[src/rtl/mult_share_pkg.sv]
// mult_share_pkg: shared defaults and the ceil-log2 helper for the multiplier scheduler.
package mult_share_pkg;
  localparam int NUM_REQ_DEF = 4;
  localparam int FIFO_DEPTH_DEF = 4;
  function automatic int clog2(input int n);
    int r;
    r = 0;
    for (int i = 0; i < 31; i++) if ((1 << i) < n) r = i + 1;
    return r;
  endfunction
endpackage

[src/rtl/mult_result_fifo.sv]
// mult_result_fifo: synchronous first-word-fall-through buffer with occupancy count.
module mult_result_fifo
  import mult_share_pkg::*;
#(
  parameter int WIDTH = 8,
  parameter int DEPTH = FIFO_DEPTH_DEF
) (
  input  logic                     clk,
  input  logic                     rst,
  input  logic                     push,
  input  logic [WIDTH-1:0]         wr_data,
  input  logic                     pop,
  output logic [WIDTH-1:0]         rd_data,
  output logic                     empty,
  output logic [clog2(DEPTH):0]    count
);
  localparam int AW = clog2(DEPTH);
  logic [AW-1:0] wr_ptr_q, wr_ptr_d, rd_ptr_q, rd_ptr_d;
  logic [AW:0] count_q, count_d;
  logic [WIDTH-1:0] mem_q [DEPTH];
  logic [WIDTH-1:0] mem_d [DEPTH];
  logic do_pop;
  always_comb begin
    do_pop = pop && (count_q != '0);
    wr_ptr_d = wr_ptr_q + AW'(push);
    rd_ptr_d = rd_ptr_q + AW'(do_pop);
    count_d = count_q + (AW+1)'(push) - (AW+1)'(do_pop);
    mem_d = mem_q;
    if (push) mem_d[wr_ptr_q] = wr_data;
  end
  always_ff @(posedge clk) begin
    if (rst) begin
      wr_ptr_q <= '0;
      rd_ptr_q <= '0;
      count_q <= '0;
    end else begin
      wr_ptr_q <= wr_ptr_d;
      rd_ptr_q <= rd_ptr_d;
      count_q <= count_d;
    end
  end
  always_ff @(posedge clk) mem_q <= mem_d;
  assign rd_data = mem_q[rd_ptr_q];
  assign empty = (count_q == '0);
  assign count = count_q;
endmodule

[src/rtl/mult_share_sched.sv]
// mult_share_sched: round-robin sharing of one multiplier across requesters,
// with credit-limited issue into an in-order result buffer.
module mult_share_sched
  import mult_share_pkg::*;
#(
  parameter int NUM_REQ        = NUM_REQ_DEF,
  parameter int DATAWIDTH_IN_A = 32,
  parameter int DATAWIDTH_IN_B = 32,
  parameter int DATAWIDTH_OUT  = 60,
  parameter int OUTADDR        = 4,
  parameter int INVERSE        = 0,
  parameter int FIFO_DEPTH     = FIFO_DEPTH_DEF
) (
  input  logic                                aclk,
  input  logic                                areset,
  input  logic [NUM_REQ-1:0]                  s_req_tvalid,
  output logic [NUM_REQ-1:0]                  s_req_tready,
  input  logic [NUM_REQ*DATAWIDTH_IN_A-1:0]   s_req_a_tdata,
  input  logic [NUM_REQ*DATAWIDTH_IN_B-1:0]   s_req_b_tdata,
  output logic                                m_result_tvalid,
  input  logic                                m_result_tready,
  output logic [DATAWIDTH_OUT-1:0]            m_result_tdata,
  output logic [clog2(NUM_REQ)-1:0]           m_result_tuser
);
  localparam int ID_W = clog2(NUM_REQ);
  localparam int PW = DATAWIDTH_IN_A + DATAWIDTH_IN_B;
  localparam int XW = PW + DATAWIDTH_OUT + OUTADDR;
  localparam int FW = DATAWIDTH_OUT + ID_W;
  localparam int CW = clog2(FIFO_DEPTH) + 1;
  logic [ID_W-1:0] rr_ptr_q, rr_ptr_d, gnt_idx, scan_idx;
  logic found, grant;
  logic [DATAWIDTH_IN_A-1:0] a_sel;
  logic [DATAWIDTH_IN_B-1:0] b_sel;
  logic [PW-1:0] prod;
  logic [XW-1:0] ext, shifted;
  logic [DATAWIDTH_OUT-1:0] res;
  logic mul_valid_q, mul_valid_d;
  logic [DATAWIDTH_OUT-1:0] mul_data_q, mul_data_d;
  logic [ID_W-1:0] mul_id_q, mul_id_d;
  logic [FW-1:0] fifo_rd;
  logic [CW-1:0] fifo_cnt;
  logic fifo_empty;
  always_comb begin
    found = 1'b0;
    gnt_idx = '0;
    scan_idx = '0;
    for (int k = 0; k < NUM_REQ; k++) begin
      scan_idx = ID_W'((int'(rr_ptr_q) + k) % NUM_REQ);
      if (!found && s_req_tvalid[scan_idx]) begin
        found = 1'b1;
        gnt_idx = scan_idx;
      end
    end
    // Credit covers buffered plus in-flight results; a same-cycle pop is deliberately ignored.
    grant = found && !areset && (int'(fifo_cnt) + int'(mul_valid_q) < FIFO_DEPTH);
    s_req_tready = '0;
    s_req_tready[gnt_idx] = grant;
    a_sel = s_req_a_tdata[int'(gnt_idx)*DATAWIDTH_IN_A +: DATAWIDTH_IN_A];
    b_sel = s_req_b_tdata[int'(gnt_idx)*DATAWIDTH_IN_B +: DATAWIDTH_IN_B];
    prod = PW'(a_sel) * PW'(b_sel);
    ext = XW'(prod);
    shifted = (INVERSE != 0) ? (ext << OUTADDR) : (ext >> OUTADDR);
    res = (shifted[DATAWIDTH_OUT-1:0] == '0) ? DATAWIDTH_OUT'(1) : shifted[DATAWIDTH_OUT-1:0];
    rr_ptr_d = grant ? ((int'(gnt_idx) == NUM_REQ - 1) ? '0 : gnt_idx + 1'b1) : rr_ptr_q;
    mul_valid_d = grant;
    mul_data_d = grant ? res : mul_data_q;
    mul_id_d = grant ? gnt_idx : mul_id_q;
  end
  always_ff @(posedge aclk) begin
    if (areset) begin
      rr_ptr_q <= '0;
      mul_valid_q <= 1'b0;
      mul_data_q <= '0;
      mul_id_q <= '0;
    end else begin
      rr_ptr_q <= rr_ptr_d;
      mul_valid_q <= mul_valid_d;
      mul_data_q <= mul_data_d;
      mul_id_q <= mul_id_d;
    end
  end
  mult_result_fifo #(.WIDTH(FW), .DEPTH(FIFO_DEPTH)) u_fifo (
    .clk     (aclk),
    .rst     (areset),
    .push    (mul_valid_q),
    .wr_data ({mul_id_q, mul_data_q}),
    .pop     (m_result_tvalid && m_result_tready),
    .rd_data (fifo_rd),
    .empty   (fifo_empty),
    .count   (fifo_cnt)
  );
  assign m_result_tvalid = !fifo_empty && !areset;
  assign m_result_tdata = fifo_rd[DATAWIDTH_OUT-1:0];
  assign m_result_tuser = fifo_rd[FW-1 -: ID_W];
endmodule

[config.mk]
export PLATFORM = sky130hd
export DESIGN_NAME = mult_share_sched
export DESIGN_NICKNAME = d
export VERILOG_FILES = /design/src/rtl/mult_share_pkg.sv /design/src/rtl/mult_result_fifo.sv /design/src/rtl/mult_share_sched.sv
export SDC_FILE = /design/constraint.sdc
export NUM_CORES = 2
export LEC_CHECK = 0
export ABC_CLOCK_PERIOD_IN_PS = 29500
export CAP_MARGIN = 5
export CELL_PAD_IN_SITES_DETAIL_PLACEMENT = 0
export CELL_PAD_IN_SITES_GLOBAL_PLACEMENT = 1
export CORE_MARGIN = 2
export CORE_UTILIZATION = 23
export CTS_CLUSTER_SIZE = 30
export DETAILED_ROUTE_END_ITERATION = 8
export GPL_TIMING_DRIVEN = 1
export PLACE_DENSITY = 0.49
export RECOVER_POWER = 100
export REMOVE_ABC_BUFFERS = 1
export SYNTH_ARGS = -nofsm -noshare
export SYNTH_HDL_FRONTEND = slang
export SYNTH_SLANG_ARGS = --single-unit
[constraint.sdc]
create_clock -name aclk -period 29.5 [get_ports aclk]
set_input_delay 2.95 -clock aclk [delete_from_list [all_inputs] [get_ports aclk]]
set_output_delay 2.95 -clock aclk [all_outputs]
set_load 0.1 [all_outputs]
==> results by group <==
Logic synthesis
  – Synthesized area: 46500 um^2
  – Top-count cell post-synth: fa_1
  – Ys async rst share: 0%
  – Yosys top cell area share: 38.6%
  – Largest area contributor in the netlist: fa_1
  – Most frequent cells after synthesis: fa_1 (897), inv_1 (895), nand2_1 (874)
  – Synth unique cells: 83
  – Sequential-to-total area share from yosys stat: about a fifth
  – Mean post-synth cell area: between 9 and 10 um^2
  – Number of synthesized register bits: 320
  – Dominant cells by area after synthesis: fa_1 (39%), edfxtp_1 (16%), ha_1 (7.2%)
  – EDFF count, synth: approximately 250
  – Top_reg_cell synth: edfxtp_1
  – Synth Warn #: 0
  – Post-Synthesis Cells: roughly 5000

Global routing
  – Pin count of the biggest net entering global routing: 80
  – GRT overflow: 0
  – Met1 global-route usage: ~25%
  – First-pass GRT wire length: 267000 um
  – Vias in the first global route: around 38000
  – Grt peak-use layer: met2
  – Antenna violations before repair: 8
  – Met3 Use GR: slightly above 2%
  – Tot GR Track Use: between 10% and 20%
  – Met2 usage: roughly 29%

Timing
  – Relative slew slack: -193%
  – Final Critical Period: between 15 and 20 ns
  – Final worst-path cycle share: 61.0%
  – Worst Skew: ~0.0082 ns
  – FMAX: 55.6 MHz
  – Hold Vio Cnt, Final: 0
  – Final Max Tran Viols: between 500 and 600
  – Final setup violation count: 0
  – RSZ-0062 raised after global routing: no
  – Setup TNS: 0 ns
  – Slew @ Worst Pin: around 4.4 ns

Setup path
  – Buf/Inv on CP: 7
  – Startpoint Class: primary input
  – Worst path required time: 29.96 ns
  – CP endpoint kind: register
  – Reg-to-reg slack, setup: around 14 ns
  – Crit path largest cell delay: 2.22 ns
  – Crit Path Class: in2reg
  – Most frequent cell on the critical path: fa_1
  – Top delay family on crit path: simple AND/OR/NAND/NOR gates
  – Largest fanout on the critical path: between 40 and 50
  – Worst Path Arrival: about 18 ns
  – CP max-delay cell: clkinvlp_2

Placed design
  – GP Congestion: between 0.8 and 0.9
  – Cell Area, Placed: approximately 53000 um^2
  – Port buffer count: approximately 330
  – Post-detail-place hpwl: 142000 um

Layout
  – Fin area: 53700 um^2
  – Layout cells sized above 1: between 4 and 5%
  – N_diodes: 0
  – Area growth, synth to finish: 15.5%
  – Fin nets: 6587
  – Layout fillers: ~22000

Clocking
  – Inserted Clock Buffers: 28
  – Clock Tree Buf Depth: 3
  – Clock Latency Late Sink: 0.55 ns
  – Root buf cell: clkbuf_16
  – Sink Count: 320
  – TritonCTS clock tree: done
  – H-Tree Depth: 1
  – Reg clk slew, reported paths: ~0.07 ns
  – Post-CTS setup buffers: 0
  – Post-CTS Resized: 0
  – Hold-fix buffers, CTS: 0

Detailed routing
  – Via density: ~4.5
  – Final wirelength: around 180000 um
  – Total number of vias: around 35000
  – Initial DRT Pass Iterations: 5
  – Antenna-violating nets left: 0
  – DRC violations left: 0
  – Mean routed wirelength per cell: 23.2 um
  – Initial DRC count: 2024

Die
  – Core Rows: between 150 and 200
  – Core area: between 200000 and 250000 um^2
  – Initial Util: ~23%
  – Chip height: 454 um
  – Die ar.: around 200000 um^2
  – # IOs: 330
  – Chip Width: roughly 450 um

Run status
  – Outcome: complete, but fails checks
  – Violated checks: capacitance limit, slew limit

Min path
  – Hold crit path type: reg2reg

Job
  – Max cap viols: 13
[path summary, 6_finish.rpt]
kind                               startpoint                           to  cells after the start
setup / recovery              s_req_tvalid[0]   mul_data_q[0]$_SDFFE_PP0P_                     35
setup reg to reg     rr_ptr_q[1]$_SDFFE_PP0P_   mul_data_q[0]$_SDFFE_PP0P_                     34
hold / removal    mul_data_q[39]$_SDFFE_PP0P_  mul_data_q[39]$_SDFFE_PP0P_                      2
hold reg to reg   mul_data_q[39]$_SDFFE_PP0P_  mul_data_q[39]$_SDFFE_PP0P_                      2
[through the flow]
stage	cells	util, %	hold slack [ns]	setup WS [ns]
2_1_floorplan	4708	-	0.453	10.99
3_5_place_dp	7800	26.2	0.498	14.49
4_1_cts	7852	26.7	0.506	15.10
3_3_place_gp	7800	26.2	0.484	14.42
6_report	7852	26.6	0.506	11.50
5_1_grt	7852	26.6	0.527	10.26
[cells in the final DEF (no fill, tap or decap), drive strengths merged, types with 52 or more instances in the layout]
cell / netlist / final
clkdlybuf4s50: 0 / 261
nand3: 142 / 142
o21ai: 52 / 52
a21oi: 124 / 124
ha: 269 / 269
fa: 897 / 897
edfxtp: 248 / 248
buf: 28 / 83
nor2: 658 / 658
mux4: 62 / 62
dlygate4sd3: 0 / 67
inv: 896 / 895
dfxtp: 72 / 72
nand2: 875 / 875
and2: 77 / 77
[flip-flops by register name, indices dropped and copies added (netlist names)]
name             cells
u_fifo.wr_ptr_q      2
u_fifo.rd_ptr_q      2
mul_id_q             2
u_fifo.mem_q       248
mul_valid_q          1
u_fifo.count         3
rr_ptr_q             2
mul_data_q          60
[tightest hold or removal path: stages (launching register included)]
cell     delay [ns]
dfxtp_1        0.34
nand2_1        0.07
a21oi_1        0.05
[area by class of cell]
type / count / area [um^2] / share of cell area, %
Multi-Input combinational cell: 3491 / 33200 / 61.9
Sequential cell: 320 / 8890 / 16.6
Clock buffer: 38 / 810 / 1.51
Clock inverter: 14 / 118 / 0.219
Tap cell: 2672 / 3340 / 6.23
Timing Repair Buffer: 420 / 3940 / 7.33
Inverter: 897 / 3370 / 6.28
[metal layers]
metal / wire length [um] / share of wire, %
met4: 2460 / 1.3
met2: 84500 / 46
met5: 31 / 0.017
met3: 8920 / 4.9
met1: 86100 / 47
[cell families (layout without fill, tap and decap cells)]
| group | after synthesis | count (layout) | synth area share, % |
|---|---|---|---|
| buf+inv | 1174 | 1369 | 9.50 |
| fa+ha+maj | 1166 | 1166 | 45.9 |
| flops | 320 | 320 | 19.1 |
| xor+xnor | 61 | 61 | 1.15 |
| simple gates | 1881 | 1881 | 16.9 |
| compound gates | 317 | 317 | 4.38 |
| mux | 66 | 66 | 3.09 |
Power is not shown: default switching activity piles up to over one toggle a cycle in this logic, so the estimate is an artifact.
